**config.mk**
```make
export PLATFORM = sky130hd
export DESIGN_NAME = nibble_pair_deserializer
export DESIGN_NICKNAME = d
export VERILOG_FILES = /design/src/rtl/nibble_pkg.sv /design/src/rtl/serial_shift_reg.sv /design/src/rtl/nibble_pair_deserializer.sv
export SDC_FILE = /design/constraint.sdc
export NUM_CORES = 1
export LEC_CHECK = 0
export BUFFER_PORTS_ARGS = -buffer_cell sky130_fd_sc_hd__buf_2
export CORE_ASPECT_RATIO = 1.4
export CORE_MARGIN = 4
export CORE_UTILIZATION = 55
export DETAILED_ROUTE_END_ITERATION = 10
export GPL_TIMING_DRIVEN = 0
export HOLD_SLACK_MARGIN = 0.1
export MAX_ROUTING_LAYER = met4
export PLACE_DENSITY = 0.73
export SLEW_MARGIN = 20
export SYNTH_ARGS = -nofsm -noshare
export SYNTH_HDL_FRONTEND = slang
export SYNTH_SLANG_ARGS = --single-unit
```
**constraint.sdc**
```tcl
create_clock -name clk -period 1.9 [get_ports clk]
set_input_delay 0.38 -clock clk [delete_from_list [all_inputs] [get_ports clk]]
set_output_delay 0.38 -clock clk [all_outputs]
set_load 0.1 [all_outputs]
```
**src/rtl/nibble_pkg.sv**
```systemverilog
// Shared definitions for the nibble deserializer and the breakout stage it feeds.
package nibble_pkg;

  localparam int NIBBLE_W  = 4;
  localparam int FRAME_LEN = 2 * NIBBLE_W;

  typedef enum logic [1:0] {
    IDLE  = 2'd0,
    SHIFT = 2'd1,
    FULL  = 2'd2
  } st_t;

endpackage

```
**src/rtl/serial_shift_reg.sv**
```systemverilog
// N-bit serial-in shift register with enable, clear and selectable shift direction.
// q_next exposes the value being written this cycle so a caller can capture it early.
module serial_shift_reg #(
  parameter int N          = 8,
  parameter int SHIFT_LEFT = 1
) (
  input  logic         clk,
  input  logic         rst_n,
  input  logic         en,
  input  logic         clr,
  input  logic         din,
  output logic [N-1:0] q,
  output logic [N-1:0] q_next
);

  // clr together with en restarts the register with din as the only valid bit.
  always_comb begin
    // NOTE: default assignment first so no path leaves q_next unassigned (no latch).
    q_next = q;
    if (en) begin
      if (SHIFT_LEFT != 0) begin
        q_next = clr ? {{(N-1){1'b0}}, din} : {q[N-2:0], din};
      end else begin
        q_next = clr ? {din, {(N-1){1'b0}}} : {din, q[N-1:1]};
      end
    end else if (clr) begin
      q_next = '0;
    end
  end

  always_ff @(posedge clk or negedge rst_n) begin
    if (!rst_n) begin
      q <= '0;
    end else begin
      // NOTE: non-blocking assignment for all clocked state avoids simulation races.
      q <= q_next;
    end
  end

endmodule

```
**src/rtl/nibble_pair_deserializer.sv**
```systemverilog
// Bit-serial deserializer: assembles 2*W-bit frames into out_a/out_b nibble pairs
// behind a one-word valid/ready output register, with start-of-frame resync.
module nibble_pair_deserializer
  import nibble_pkg::*;
#(
  parameter int W         = NIBBLE_W,
  parameter int MSB_FIRST = 1
) (
  input  logic         clk,
  input  logic         rst_n,
  input  logic         ser_in,
  input  logic         ser_valid,
  input  logic         ser_start,
  output logic         ser_ready,
  output logic [W-1:0] out_a,
  output logic [W-1:0] out_b,
  output logic         out_valid,
  input  logic         out_ready,
  output logic         err_resync
);

  localparam int N  = 2 * W;
  localparam int CW = $clog2(N + 1);
  localparam logic [CW-1:0] LAST_CNT = CW'(N - 1);
  localparam logic [CW-1:0] ONE_CNT  = CW'(1);

  st_t           st;
  logic [CW-1:0] cnt;
  logic [N-1:0]  sreg;
  logic [N-1:0]  sreg_next;
  logic [N-1:0]  load_word;
  logic [W-1:0]  load_a;
  logic [W-1:0]  load_b;

  logic accept;
  logic take;
  logic resync;
  logic start_new;
  logic complete;
  logic load_direct;
  logic load_held;

  assign ser_ready = (st != FULL);
  assign accept    = ser_valid && ser_ready;
  assign take      = out_valid && out_ready;

  // A start marker inside a partial frame abandons it; in IDLE it is just a normal first bit.
  assign resync      = accept && ser_start && (st == SHIFT) && (cnt != '0);
  assign start_new   = accept && ((st == IDLE) || resync);
  assign complete    = accept && (st == SHIFT) && !resync && (cnt == LAST_CNT);
  assign load_direct = complete && (!out_valid || out_ready);
  assign load_held   = (st == FULL) && take;

  serial_shift_reg #(
    .N          (N),
    .SHIFT_LEFT ((MSB_FIRST != 0) ? 1 : 0)
  ) u_sreg (
    .clk    (clk),
    .rst_n  (rst_n),
    .en     (accept),
    .clr    (start_new),
    .din    (ser_in),
    .q      (sreg),
    .q_next (sreg_next)
  );

  // A direct load takes the frame including the bit arriving this cycle.
  assign load_word = load_held ? sreg : sreg_next;

  if (MSB_FIRST != 0) begin : g_msb_first
    assign load_a = load_word[N-1:W];
    assign load_b = load_word[W-1:0];
  end else begin : g_lsb_first
    assign load_a = load_word[W-1:0];
    assign load_b = load_word[N-1:W];
  end

  always_ff @(posedge clk or negedge rst_n) begin
    if (!rst_n) begin
      st         <= IDLE;
      cnt        <= '0;
      out_a      <= '0;
      out_b      <= '0;
      out_valid  <= 1'b0;
      err_resync <= 1'b0;
    end else begin
      err_resync <= resync;

      if (load_direct || load_held) begin
        out_a     <= load_a;
        out_b     <= load_b;
        out_valid <= 1'b1;
      end else if (take) begin
        out_valid <= 1'b0;
      end

      case (st)
        IDLE: begin
          if (accept) begin
            cnt <= ONE_CNT;
            st  <= SHIFT;
          end
        end
        SHIFT: begin
          if (resync) begin
            cnt <= ONE_CNT;
          end else if (complete) begin
            cnt <= '0;
            st  <= load_direct ? IDLE : FULL;
          end else if (accept) begin
            cnt <= cnt + ONE_CNT;
          end
        end
        FULL: begin
          if (take) begin
            st <= IDLE;
          end
        end
        default: begin
          st  <= IDLE;
          cnt <= '0;
        end
      endcase
    end
  end

endmodule

```
== Word level (Yosys, flattened, before mapping) ==
Cells that the tools add are included.
Cells by class
  add/subtract/negate cells: 1
  multipliers: 0
  divide/modulo/power cells: 0
  order comparisons: 0
  equality and inequality tests: 9
  shift operators: 0
  multiplexer cells: 17
  bitwise operators: 1
  reductions and logical operators: 21
Operators by type and width (count)
  $mux W8: 4
  $mux W4: 4
  $pmux W4 S3: 1
  $logic_and A1 B1 Y1: 11
  $mux W2: 5
  $ne A2 B2 Y1 const B: 5
  $pmux W2 S3: 1
  $add A4 B1 Y4 const B: 1
  $eq A4 B3 Y1 const B: 1
  $ne A4 B4 Y1 const B: 1
  $reduce_and A4 Y1: 1
  $reduce_bool A4 Y1: 1
  $logic_or A1 B1 Y1: 3
  $reduce_and A3 Y1: 1
  $eq A2 B1 Y1 const B: 1
  $eq A2 B2 Y1 const B: 1
  $logic_not A1 Y1: 2
  $logic_not A2 Y1: 1
  $mux W1: 2
  $reduce_bool A2 Y1: 1
  $not A1 Y1: 1
Storage, ports and cells
  register bits after elaboration: 24
  latch bits: 0
  bits in writable memories: 0
  ROM bits: 0
  bits of input ports: 6
  output and inout bits: 11
  logic and storage cells: 56
  memories: 0

== Longest topological paths before layout ==
Gate-level depths: netlist (run 1).
  word-level depth: 13
  mapped depth: 6
  gate-level depth less buffers: 6

== By module ==
From an unflattened synthesis (run 1), not the netlist that was laid out.
Second synthesis, totals
  cells, all modules: 110
  area total of the unflattened synthesis: 1283.7 µm²
Modules (own cells, without submodules)
  nibble_pair_deserializer: instances 1, cells each 84, area an instance 958.4 µm², sequential area each 400.4 µm²
  serial_shift_reg: instances 1, cells each 26, area an instance 325.3 µm², sequential area each 200.2 µm²

== Least setup slack after synthesis (run 1) ==
No wires, ideal clock.
  kind: reg2reg
  start: reg st[1]
  end: reg out_b[0]
  setup time: 0.095 ns
  arrival: 1.726 ns
  data required time: 1.805 ns
  path slack: 0.079 ns
  stages on the path, launching flop included: 6
  buffers on the path: 1
  clock period less this slack: 1.821 ns
  cells stage by stage: dfrtp_1 > nor2b_1 > buf_2 > inv_1 > nand3_1 > o221ai_1
On the way
  longest elaborated chain between the ends: 10
  elaborated cells on any way between the ends: 20
  classes of those cells: eq/ne (3); mux (3); reduce/logical (14)
RTL lines
  start: declaration: RTL line nibble_pair_deserializer.sv:27  | st_t st;
  start signal: assignment: RTL line nibble_pair_deserializer.sv:109  | st <= load_direct ? IDLE : FULL;
  $ne A2 B2 Y1 *: RTL line nibble_pair_deserializer.sv:43  | assign ser_ready = (st != FULL);
  via ser_ready: RTL line nibble_pair_deserializer.sv:14  | output logic ser_ready,
  $logic_and A1 B1 Y1 *: RTL line nibble_pair_deserializer.sv:44  | assign accept = ser_valid && ser_ready;
  $logic_and A1 B1 Y1 (3 in a row): RTL line nibble_pair_deserializer.sv:48  | assign resync = accept && ser_start && (st == SHIFT) && (cnt != '0);
  $logic_or A1 B1 Y1 or $logic_not A1 Y1 (tied branches): RTL line nibble_pair_deserializer.sv:49, nibble_pair_deserializer.sv:50
  $logic_and A1 B1 Y1, on equally long branches: RTL line nibble_pair_deserializer.sv:49, nibble_pair_deserializer.sv:50
  $mux W8 or $logic_and A1 B1 Y1 (tied branches): RTL line serial_shift_reg.sv:26, nibble_pair_deserializer.sv:50
  $mux W8 or $logic_and A1 B1 Y1 (tied branches): RTL line serial_shift_reg.sv:20, nibble_pair_deserializer.sv:51
  $mux W8 or $logic_or A1 B1 Y1 (tied branches): RTL line nibble_pair_deserializer.sv:68, nibble_pair_deserializer.sv:89
  end signal: assignment: RTL line nibble_pair_deserializer.sv:91  | out_b <= load_b;
  end: declaration: RTL line nibble_pair_deserializer.sv:16  | output logic [W-1:0] out_b,
The timed path passes the listed nets; every way through them passes the cells marked *.
A chain may end at the register's enable or synchronous reset.

== Final worst setup path (run 1) ==
  start: reg st[0]
  end: out ser_ready
On the way
  longest elaborated chain between the ends: 1
RTL lines (RTL line)
  $ne A2 B2 Y1: nibble_pair_deserializer.sv:43
  end: declaration: nibble_pair_deserializer.sv:14
No other way between the ends.

==> flow_metrics.tcl, run 1 <==
set metrics [dict create \
    status "finished clean" \
    reg2regPathDepth 7 \
    clk_pin_slew_ns 0.13 \
    grt_use_total_pct 20.3 \
    rows 20 \
    synth.distinct_cells 29 \
    critPathArrivalTime_ns 1.47 \
    layout_commonest_cell "dfrtp_1" \
    fin_skew_ns 0.0105 \
    fillers 179 \
    finalPower_mw 1.74 \
    crit_required_ns 1.52 \
    synth_area_sq_um 1220 \
    placed_cell_area_sq_um 1330 \
    min_path_cells 3 \
    worstHoldEndpoint "u_sreg.q[0]" \
    coreArea_sq_um 2150 \
    final_cell_mix "23 x dfrtp_1, 16 x buf_2, 14 x inv_1" \
    cts-root-buf "clkbuf_4" \
    maxCapViolCount 0 \
    die_w_um 47.9 \
    clk-insertion-delay-late_ns 0.31 \
    viasPerCell 6.32 \
    netlist_instances 123 \
    r2r-start "cnt[1]" \
    wl_um 2690 \
    final_cell_count_no_fill 173 \
    synth_nets 131 \
    setup_viol 0 \
    ios 17 \
    fin_hold_ws_ns 0.337 \
    initial_core_util_pct 56.9 \
    ys_ff_latch 24 \
    slew_viol_final 0 \
    cts_tree "yes" \
    ir_drop_mv 0.777 \
    antenna_cells 0 \
    fin_nets 160 \
    leakage_nw 0.732 \
    fmax_ghz 0.539 \
    ys_warn_count 0 \
    period_share_pct 97.6 \
    area_growth_pct 22.4 \
    hold_viol_final 0 \
    post-route-util_pct 69.7 \
    rrSetupSlack_ns 0.07 \
    overflow 0 \
    dp_cells 161 \
    wire_per_inst_um 15.6 \
    antenna_found_initial 0 \
    synth.area.top_cells "dfrtp_1 49%, a32o_1 6.5%, a221oi_1 5.7%" \
    vias 1093 \
    pwr_density_cell_nw_per_um2 1160 \
    hpwl_um 1880 \
    fin_crit_ns 1.85 \
    hp-class "input port to flop" \
    r2r_end "out_b[2]" \
    cp-start-kind "flop" \
    die_area_sq_um 3060 \
    htreeDepth 1 \
    min_from "ser_in" \
    clkSinkCount 24 \
    synth_top_area_share_pct 49.0 \
    numCtsBuffers 3 \
    yosys.area.top_type "dfrtp_1" \
    stdcell_area_sq_um 1500 \
    syn_area_per_cell_sq_um 9.96 \
    end_kind "output pin" \
    grt_pass1_vias 1028 \
    gp_congestion 0.848 \
    fp.dieH_um 63.8 \
    clock_path_buffers 2 \
    port_buffers 16 \
    grt_max_degree 25 \
    postRouteAntennaNets 0 \
    ys_seq_area_share_pct 49.0 \
    max_slew_margin_pct 65.1 \
    drc_errors 0 \
    grt_pass1_wl_um 4490 \
    drive_above_1_share_pct 26.5 \
    dr.pass1.iters 5 \
    worstMarginPinSlew_ns 0.523 \
    critical_path.max_fanout 10 \
    drtIter0Drc 23 \
    worstSetupPathType "flop to output pin" \
]
==> power breakdown <==
| group | total (mW) | internal, mW | switching [mW] |
|---|---|---|---|
| clock | 0.358 | 0.213 | 0.145 |
| combinational | 0.674 | 0.197 | 0.477 |
| sequential | 0.705 | 0.609 | 0.0964 |
| total | 1.74 | 1.02 | 0.718 |
==> cells in the mapped netlist <==
| library cell | instances |
|---|---|
| nand3_1 | 12 |
| a32o_1 | 8 |
| a211oi_1 | 1 |
| o221ai_1 | 1 |
| ha_1 | 2 |
| inv_1 | 15 |
| a211oi_4 | 1 |
| dfrtp_1 | 24 |
| and3_1 | 1 |
| nand2b_1 | 1 |
| a221oi_1 | 8 |
| a22o_1 | 1 |
| a31o_2 | 1 |
| nor2_1 | 2 |
| and4_1 | 1 |
| buf_2 | 2 |
| or3b_4 | 1 |
| and4bb_2 | 1 |
| and2_1 | 1 |
| and3b_1 | 1 |
| nand2_1 | 12 |
| a41oi_1 | 1 |
| o31ai_1 | 1 |
| a21oi_1 | 5 |
| o211ai_1 | 7 |
| clkbuf_1 | 4 |
| nor2b_1 | 2 |
| nand3b_1 | 2 |
| o21ai_0 | 4 |
==> final cells by class <==
class / instances / area (sq um) / share of cell area (%)
Tap cell: 22 / 27.5 / 1.84
Clock buffer: 3 / 22.5 / 1.50
Clock inverter: 1 / 30.0 / 2.00
Buffer: 6 / 31.3 / 2.09
Multi-Input combinational cell: 78 / 568 / 37.9
Timing Repair Buffer: 24 / 158 / 10.5
Sequential cell: 24 / 602 / 40.2
Inverter: 15 / 60.1 / 4.01
==> state kept, by name (all words and copies together), names as in the netlist <==
| register | flops |
|---|---|
| cnt | 4 |
| st | 2 |
| u_sreg.q | 8 |
| out_b | 4 |
| err_resync | 1 |
| out_a | 4 |
| out_valid | 1 |
==> through the flow <==
stage	setup slack, ns	setup TNS (ns)
4_1_cts	0.000707	0
6_report	0.0452	0
3_3_place_gp	0.0459	0
3_5_place_dp	0.0150	0
5_1_grt	-0.0190	-0.0640
2_1_floorplan	0.0794	0
==> timing repair <==
item / in CTS / in global routing
hold buffers: 1 / 0
buffers inserted: 0 / 7
pin swaps: 0 / 1
endpoints found under the hold margin: 24 / 0
setup endpoints to repair: 1 / 10
resized for setup: 4 / 9
==> how the worst max path moves through the flow <==
stage / from / end / depth (start not counted)
after floorplan: st[1] / out_b[0] / 5
after global placement: cnt[0] / out_a[2] / 6
after detailed placement: cnt[0] / out_a[1] / 6
after CTS: cnt[0] / out_b[3] / 6
after global routing: st[0] / ser_ready / 4
final: st[0] / ser_ready / 4
==> cells by family after synthesis <==
kind of cell    Yosys count  synth area share [%]
simple gates             37                  16.3
compound gates           39                  25.9
buf+inv                  21                  6.64
fa+ha+maj                 2                  2.04
flops                    24                  49.0
==> per-layer routing <==
layer | vias up | global-route usage, % | share of wire, %
met3 | 4 | 1.97 | 3.1
met4 | 0 | 7.07 | 1.2
met2 | 19 | 34.9 | 54
met5 | - | - | 0
met1 | 553 | 23.4 | 42
li1 | 517 | - | -
==> worst max-delay path, stage by stage (launching register included) <==
cell and delay (ns):
dfrtp_2 0.48, nor2b_2 0.19, buf_6 0.17, clkinvlp_4 0.14, buf_12 0.19
Note: power is estimated with default switching activity, not from simulation.
==> inputs of run 2 (changes only) <==
--- a/config.mk
+++ b/config.mk
@@ -6,14 +6,15 @@
 export NUM_CORES = 1
 export LEC_CHECK = 0
 export BUFFER_PORTS_ARGS = -buffer_cell sky130_fd_sc_hd__buf_2
+export CAP_MARGIN = 20
 export CORE_ASPECT_RATIO = 1.4
 export CORE_MARGIN = 4
-export CORE_UTILIZATION = 55
+export CORE_UTILIZATION = 50
 export DETAILED_ROUTE_END_ITERATION = 10
 export GPL_TIMING_DRIVEN = 0
 export HOLD_SLACK_MARGIN = 0.1
 export MAX_ROUTING_LAYER = met4
-export PLACE_DENSITY = 0.73
+export PLACE_DENSITY = 0.7
 export SLEW_MARGIN = 20
 export SYNTH_ARGS = -nofsm -noshare
 export SYNTH_HDL_FRONTEND = slang
==> constraint.sdc (replaced) <==
create_clock -name clk -period 1.7 [get_ports clk]
set_input_delay 0.34 -clock clk [delete_from_list [all_inputs] [get_ports clk]]
set_output_delay 0.34 -clock clk [all_outputs]
set_load 0.1 [all_outputs]
==> run 2 against run 1 <==
  * The run now ends with negative setup slack left
  * Critical path depth is 3 higher
  * Non-clock buffer count is 3 higher
  * Design area is 3.8% higher
  * Combinational power is 22% higher
  * Register-to-register slack worse by 0.15 ns
  * Sequential power is 11% higher
  * Sequential cell count stayed put
  * Clock power is 17% higher
  * Wire length is 3.0% higher
  * Worst setup slack worse by 0.13 ns
  * Via count is 0.64% lower
  * Largest power group is now combinational cells
  * Clock skew is 0.0066 ns lower
==> flow_metrics.tcl, run 2 (synthesized netlist as in run 1, its figures left out) <==
set metrics [dict create \
    drtIter0Drc 36 \
    grt_use_total_pct 19.4 \
    final_cell_count_no_fill 177 \
    die_area_sq_um 3320 \
    hp-class "input port to flop" \
    fmax_ghz 0.561 \
    clk-insertion-delay-late_ns 0.32 \
    drive_above_1_share_pct 29.9 \
    cts_tree "yes" \
    period_share_pct 105 \
    gp_congestion 0.904 \
    maxCapViolCount 0 \
    placed_cell_area_sq_um 1340 \
    ir_drop_mv 0.857 \
    ios 17 \
    die_w_um 49.8 \
    fin_skew_ns 0.00389 \
    fin_nets 163 \
    setup_viol 7 \
    post-route-worst-setup-slack_ns -0.0816 \
    crit_required_ns 1.95 \
    critPathArrivalTime_ns 2.03 \
    dp_cells 162 \
    rows 21 \
    critical_path.max_fanout 7 \
    fp.dieH_um 66.6 \
    viasPerCell 6.14 \
    htreeDepth 1 \
    leakage_nw 0.755 \
    comb_power_share_pct 40.7 \
    dr.pass1.iters 4 \
    hold_viol_final 0 \
    grt_pass1_vias 1068 \
    rsz0062_at_grt "true" \
    grt_max_degree 25 \
    grt_pass1_wl_um 4640 \
    cp-start-kind "flop" \
    largest_reg_flops 8 \
    end_kind "flop" \
    clkPwrFrac_pct 20.7 \
    clk_pin_slew_ns 0.13 \
    cts-root-buf "clkbuf_4" \
    tns_ns -0.422 \
    postRouteAntennaNets 0 \
    switchingPower_uw 840 \
    worstSetupPathType "flop to flop" \
    port_buffers 16 \
    violations "negative setup slack" \
    drc_errors 0 \
    wl_um 2770 \
    finalPower_mw 2.03 \
    worstMarginPinSlew_ns 0.545 \
    stdcell_area_sq_um 1560 \
    pwr_density_cell_nw_per_um2 1300 \
    vias 1086 \
    antenna_cells 0 \
    wire_per_inst_um 15.7 \
    coreArea_sq_um 2360 \
    p_sw_share_pct 41.5 \
    antenna_found_initial 0 \
    layout_commonest_cell "dfrtp_1" \
    clkSinkCount 24 \
    largest_register "u_sreg.q" \
    overflow 0 \
    area_growth_pct 27.1 \
    status "finished, violations left" \
    fin_crit_ns 1.78 \
    final_cell_mix "22 x dfrtp_1, 15 x buf_2, 14 x inv_1" \
    hpwl_um 1880 \
    clock_path_buffers 2 \
    max_slew_margin_pct 63.7 \
    p_int_mw 1.19 \
    dp_slack_ns -0.194 \
    seq_power_share_pct 38.6 \
    fillers 204 \
    numCtsBuffers 3 \
    slew_viol_final 0 \
    initial_core_util_pct 51.8 \
]
[run 2: cell count changes in the layout (fill, tap and decap cells not counted), moves of 2 or more]
cell,previous run,this run
a221oi_1,6,4
a221oi_2,2,4
buf_4,7,9
buf_6,1,3
[run 2: metal layers]
layer  up-vias  part of all wire, %  global-route usage, %
met2        24                   54                   33.4
met3         4                  2.6                   3.36
met1       535                   42                   20.7
li1        523                    -                      -
met5         -                    0                      -
met4         0                  1.3                   11.4
[run 2: final timing paths]
path / from / end / slack, ns / depth (start not counted)
max: cnt[1] / out_b[1] / -0.08 / 7
min: ser_in / u_sreg.q[0] / 0.26 / 3
max reg2reg: cnt[1] / out_b[1] / -0.08 / 7
min reg2reg: out_a[2] / out_a[2] / 0.53 / 2
max in group asynchronous: rst_n / st[0] / 0.80 / 2
min in group asynchronous: rst_n / cnt[3] / 0.52 / 2
[run 2: stage by stage]
step	utilization (%)	hold WS, ns
floorplan	-	0.0444
global placement	56.6	0.345
detailed placement	56.6	0.354
CTS	62.8	0.260
global route	65.8	0.252
finish	65.8	0.263
[run 2: final cells by class]
class                   count  area, sq um  area share (%)
well taps                  23         28.8            1.85
clock buffers               3         22.5            1.45
repair buffers             27          184            11.8
clock inverters             1         30.0            1.93
inverters                  15         60.1            3.86
plain buffers               6         37.5            2.41
multi-input cells          78          591            37.9
flip-flops and latches     24          603            38.7
[run 2: power groups by stage]
stage	clock (mW)	combinational, mW	sequential, mW
floorplan	0	0.273	1.08
global placement	0	0.695	0.794
detailed placement	0	0.704	0.799
CTS	0.421	0.779	0.781
global route	0.452	0.889	0.800
finish	0.420	0.825	0.781
[run 2: timing repair]
item,CTS,global route
hold buffers,1,0
cloned,0,0
setup endpoints to repair,19,18
buffers inserted,5,5
resized for setup,12,7
hold endpoints to repair,24,0
pin swaps,8,1
[run 2: critical path, cell delays in order (launching register included)]
cell and delay [ns]:
dfrtp_1 0.42, inv_1 0.07, ha_2 0.15, or3b_4 0.40
a211oi_4 0.22, buf_6 0.16, a221oi_1 0.10, o211ai_1 0.19
==> inputs of run 3 (changes only) <==
--- a/config.mk
+++ b/config.mk
@@ -9,12 +9,13 @@
 export CAP_MARGIN = 20
 export CORE_ASPECT_RATIO = 1.4
 export CORE_MARGIN = 4
-export CORE_UTILIZATION = 50
+export CORE_UTILIZATION = 55
 export DETAILED_ROUTE_END_ITERATION = 10
 export GPL_TIMING_DRIVEN = 0
 export HOLD_SLACK_MARGIN = 0.1
 export MAX_ROUTING_LAYER = met4
-export PLACE_DENSITY = 0.7
+export PLACE_DENSITY = 0.73
+export SKIP_CTS_REPAIR_TIMING = 1
 export SLEW_MARGIN = 20
 export SYNTH_ARGS = -nofsm -noshare
 export SYNTH_HDL_FRONTEND = slang
==> constraint.sdc (replaced) <==
create_clock -name clk -period 1.9 [get_ports clk]
set_input_delay 0.38 -clock clk [delete_from_list [all_inputs] [get_ports clk]]
set_output_delay 0.38 -clock clk [all_outputs]
set_load 0.1 [all_outputs]
==> run 3 against run 2 <==
  * The run now ends clean
  * Combinational power fell by 19%
  * Utilization rose by 3.8 points
  * Clock-buffer cell count did not move
  * Power down 14%
  * Hold slack better by 0.070 ns
  * First-iteration DRC count fell by 31%
  * Clock power down 14%
  * Cell count fell by 2.3%
  * Sequential power decreased by 9.7%
  * Non-clock buffer count down 3
  * Largest power group is now registers
==> flow_metrics.tcl, run 3 (synthesized netlist as in run 1, its figures left out) <==
set metrics [dict create \
    status "finished clean" \
    rrSetupSlack_ns 0.07 \
    numCtsBuffers 3 \
    hp-class "input port to flop" \
    htreeDepth 1 \
    p_int_mw 1.02 \
    crit_slowest_cell "dfrtp_2" \
    min_path_cells 3 \
    fp.dieH_um 63.8 \
    placed_cell_area_sq_um 1330 \
    maxCapViolCount 0 \
    cts-root-buf "clkbuf_4" \
    post-route-util_pct 69.7 \
    ios 17 \
    crit_buf_inv 3 \
    switchingPower_uw 719 \
    post-route-worst-setup-slack_ns 0.0426 \
    r2r_end "out_b[2]" \
    coreArea_sq_um 2150 \
    hold_viol_final 0 \
    period_share_pct 97.8 \
    fin_nets 160 \
    grt_pass1_wl_um 4500 \
    port_buffers 16 \
    end_kind "output pin" \
    setup_viol 0 \
    largest_register "u_sreg.q" \
    drive_above_1_share_pct 26.5 \
    initial_core_util_pct 56.9 \
    slew_viol_final 0 \
    gp_congestion 0.848 \
    worstMarginPinSlew_ns 0.531 \
    wl_um 2680 \
    critical_path.max_fanout 10 \
    final_cell_mix "23 x dfrtp_1, 16 x buf_2, 14 x inv_1" \
    cts_tree "yes" \
    min_from "ser_in" \
    cp-start-kind "flop" \
    die_w_um 47.9 \
    grt_use_total_pct 20.3 \
    cp_slowest_stage_delay_ns 0.48 \
    grt_pass1_vias 1032 \
    vias 1076 \
    fin_crit_ns 1.86 \
    clock_path_buffers 2 \
    seq_power_share_pct 40.6 \
    viasPerCell 6.22 \
    critPathArrivalTime_ns 1.48 \
    clk_pin_slew_ns 0.13 \
    reg2regPathDepth 7 \
    layout_commonest_cell "dfrtp_1" \
    worstHoldEndpoint "u_sreg.q[0]" \
    rows 20 \
    clkSinkCount 24 \
    grt_max_degree 25 \
    clk-insertion-delay-late_ns 0.31 \
    overflow 0 \
    worstSetupPathType "flop to output pin" \
    hpwl_um 1880 \
    p_sw_share_pct 41.4 \
    crit_chain "nor2b_2, buf_6, clkinvlp_4, buf_12" \
    antenna_found_initial 0 \
    dr.pass1.iters 4 \
    clkPwrFrac_pct 20.7 \
    crit_family "buffers and inverters" \
    wire_per_inst_um 15.5 \
    fmax_ghz 0.538 \
    drtIter0Drc 25 \
    dp_slack_ns 0.0150 \
    finalPower_mw 1.74 \
    largest_reg_flops 8 \
    r2r-start "cnt[1]" \
    max_slew_margin_pct 64.6 \
    fin_skew_ns 0.00922 \
    area_growth_pct 22.4 \
    comb_power_share_pct 38.7 \
    crit_required_ns 1.52 \
    fin_hold_ws_ns 0.333 \
    pwr_density_cell_nw_per_um2 1160 \
    antenna_cells 0 \
    leakage_nw 0.732 \
    drc_errors 0 \
    postRouteAntennaNets 0 \
    stdcell_area_sq_um 1500 \
    ir_drop_mv 0.776 \
    die_area_sq_um 3060 \
]
-- run 3: cell types whose count changed in the layout (fill, tap and decap cells not counted), sizes merged --
cell  delta
buf      -3
-- run 3: how the worst max path moves through the flow --
stage                start  cells after the start   endpoint
CTS                  st[1]                      4  ser_ready
global route         st[0]                      4  ser_ready
detailed placement  cnt[0]                      6   out_a[1]
finish               st[0]                      4  ser_ready
floorplan            st[1]                      5   out_b[0]
global placement    cnt[0]                      6   out_a[2]
-- run 3: final cells by class --
| cell class | count | area [sq um] |
|---|---|---|
| tap | 22 | 27.5 |
| multi-input combinational | 78 | 568 |
| clock buffer | 3 | 22.5 |
| timing repair buffer | 24 | 158 |
| inverter | 15 | 60.1 |
| sequential | 24 | 602 |
| clock inverter | 1 | 30.0 |
| buffer | 6 | 31.3 |
| fill | 179 | 653 |
-- run 3: stage by stage --
stage          cells  setup TNS (ns)
2_1_floorplan    123               0
3_3_place_gp     161               0
3_5_place_dp     161               0
4_1_cts          165          -0.197
5_1_grt          173         -0.0640
6_report         173               0
-- run 3: power by group through the flow --
stage	registers [mW]	logic, mW	clock network [mW]
3_3_place_gp	0.711	0.619	0
2_1_floorplan	0.967	0.244	0
4_1_cts	0.705	0.628	0.368
3_5_place_dp	0.716	0.626	0
5_1_grt	0.720	0.724	0.395
6_report	0.705	0.672	0.360
-- run 3: worst min-delay path, delay by kind of cell --
family | cells | cell delay [ns]
buffers and inverters | 1 | 0.08
and+or+nand+nor | 2 | 0.15
-- run 3: layer usage --
metal  global-route usage (%)  up-vias  part of all wire (%)
met4                     7.07        0                  0.63
met2                     35.1       25                    55
met1                     23.2      534                    40
met5                        -        -                     0
met3                     1.97        2                   4.3
li1                         -      515                     -
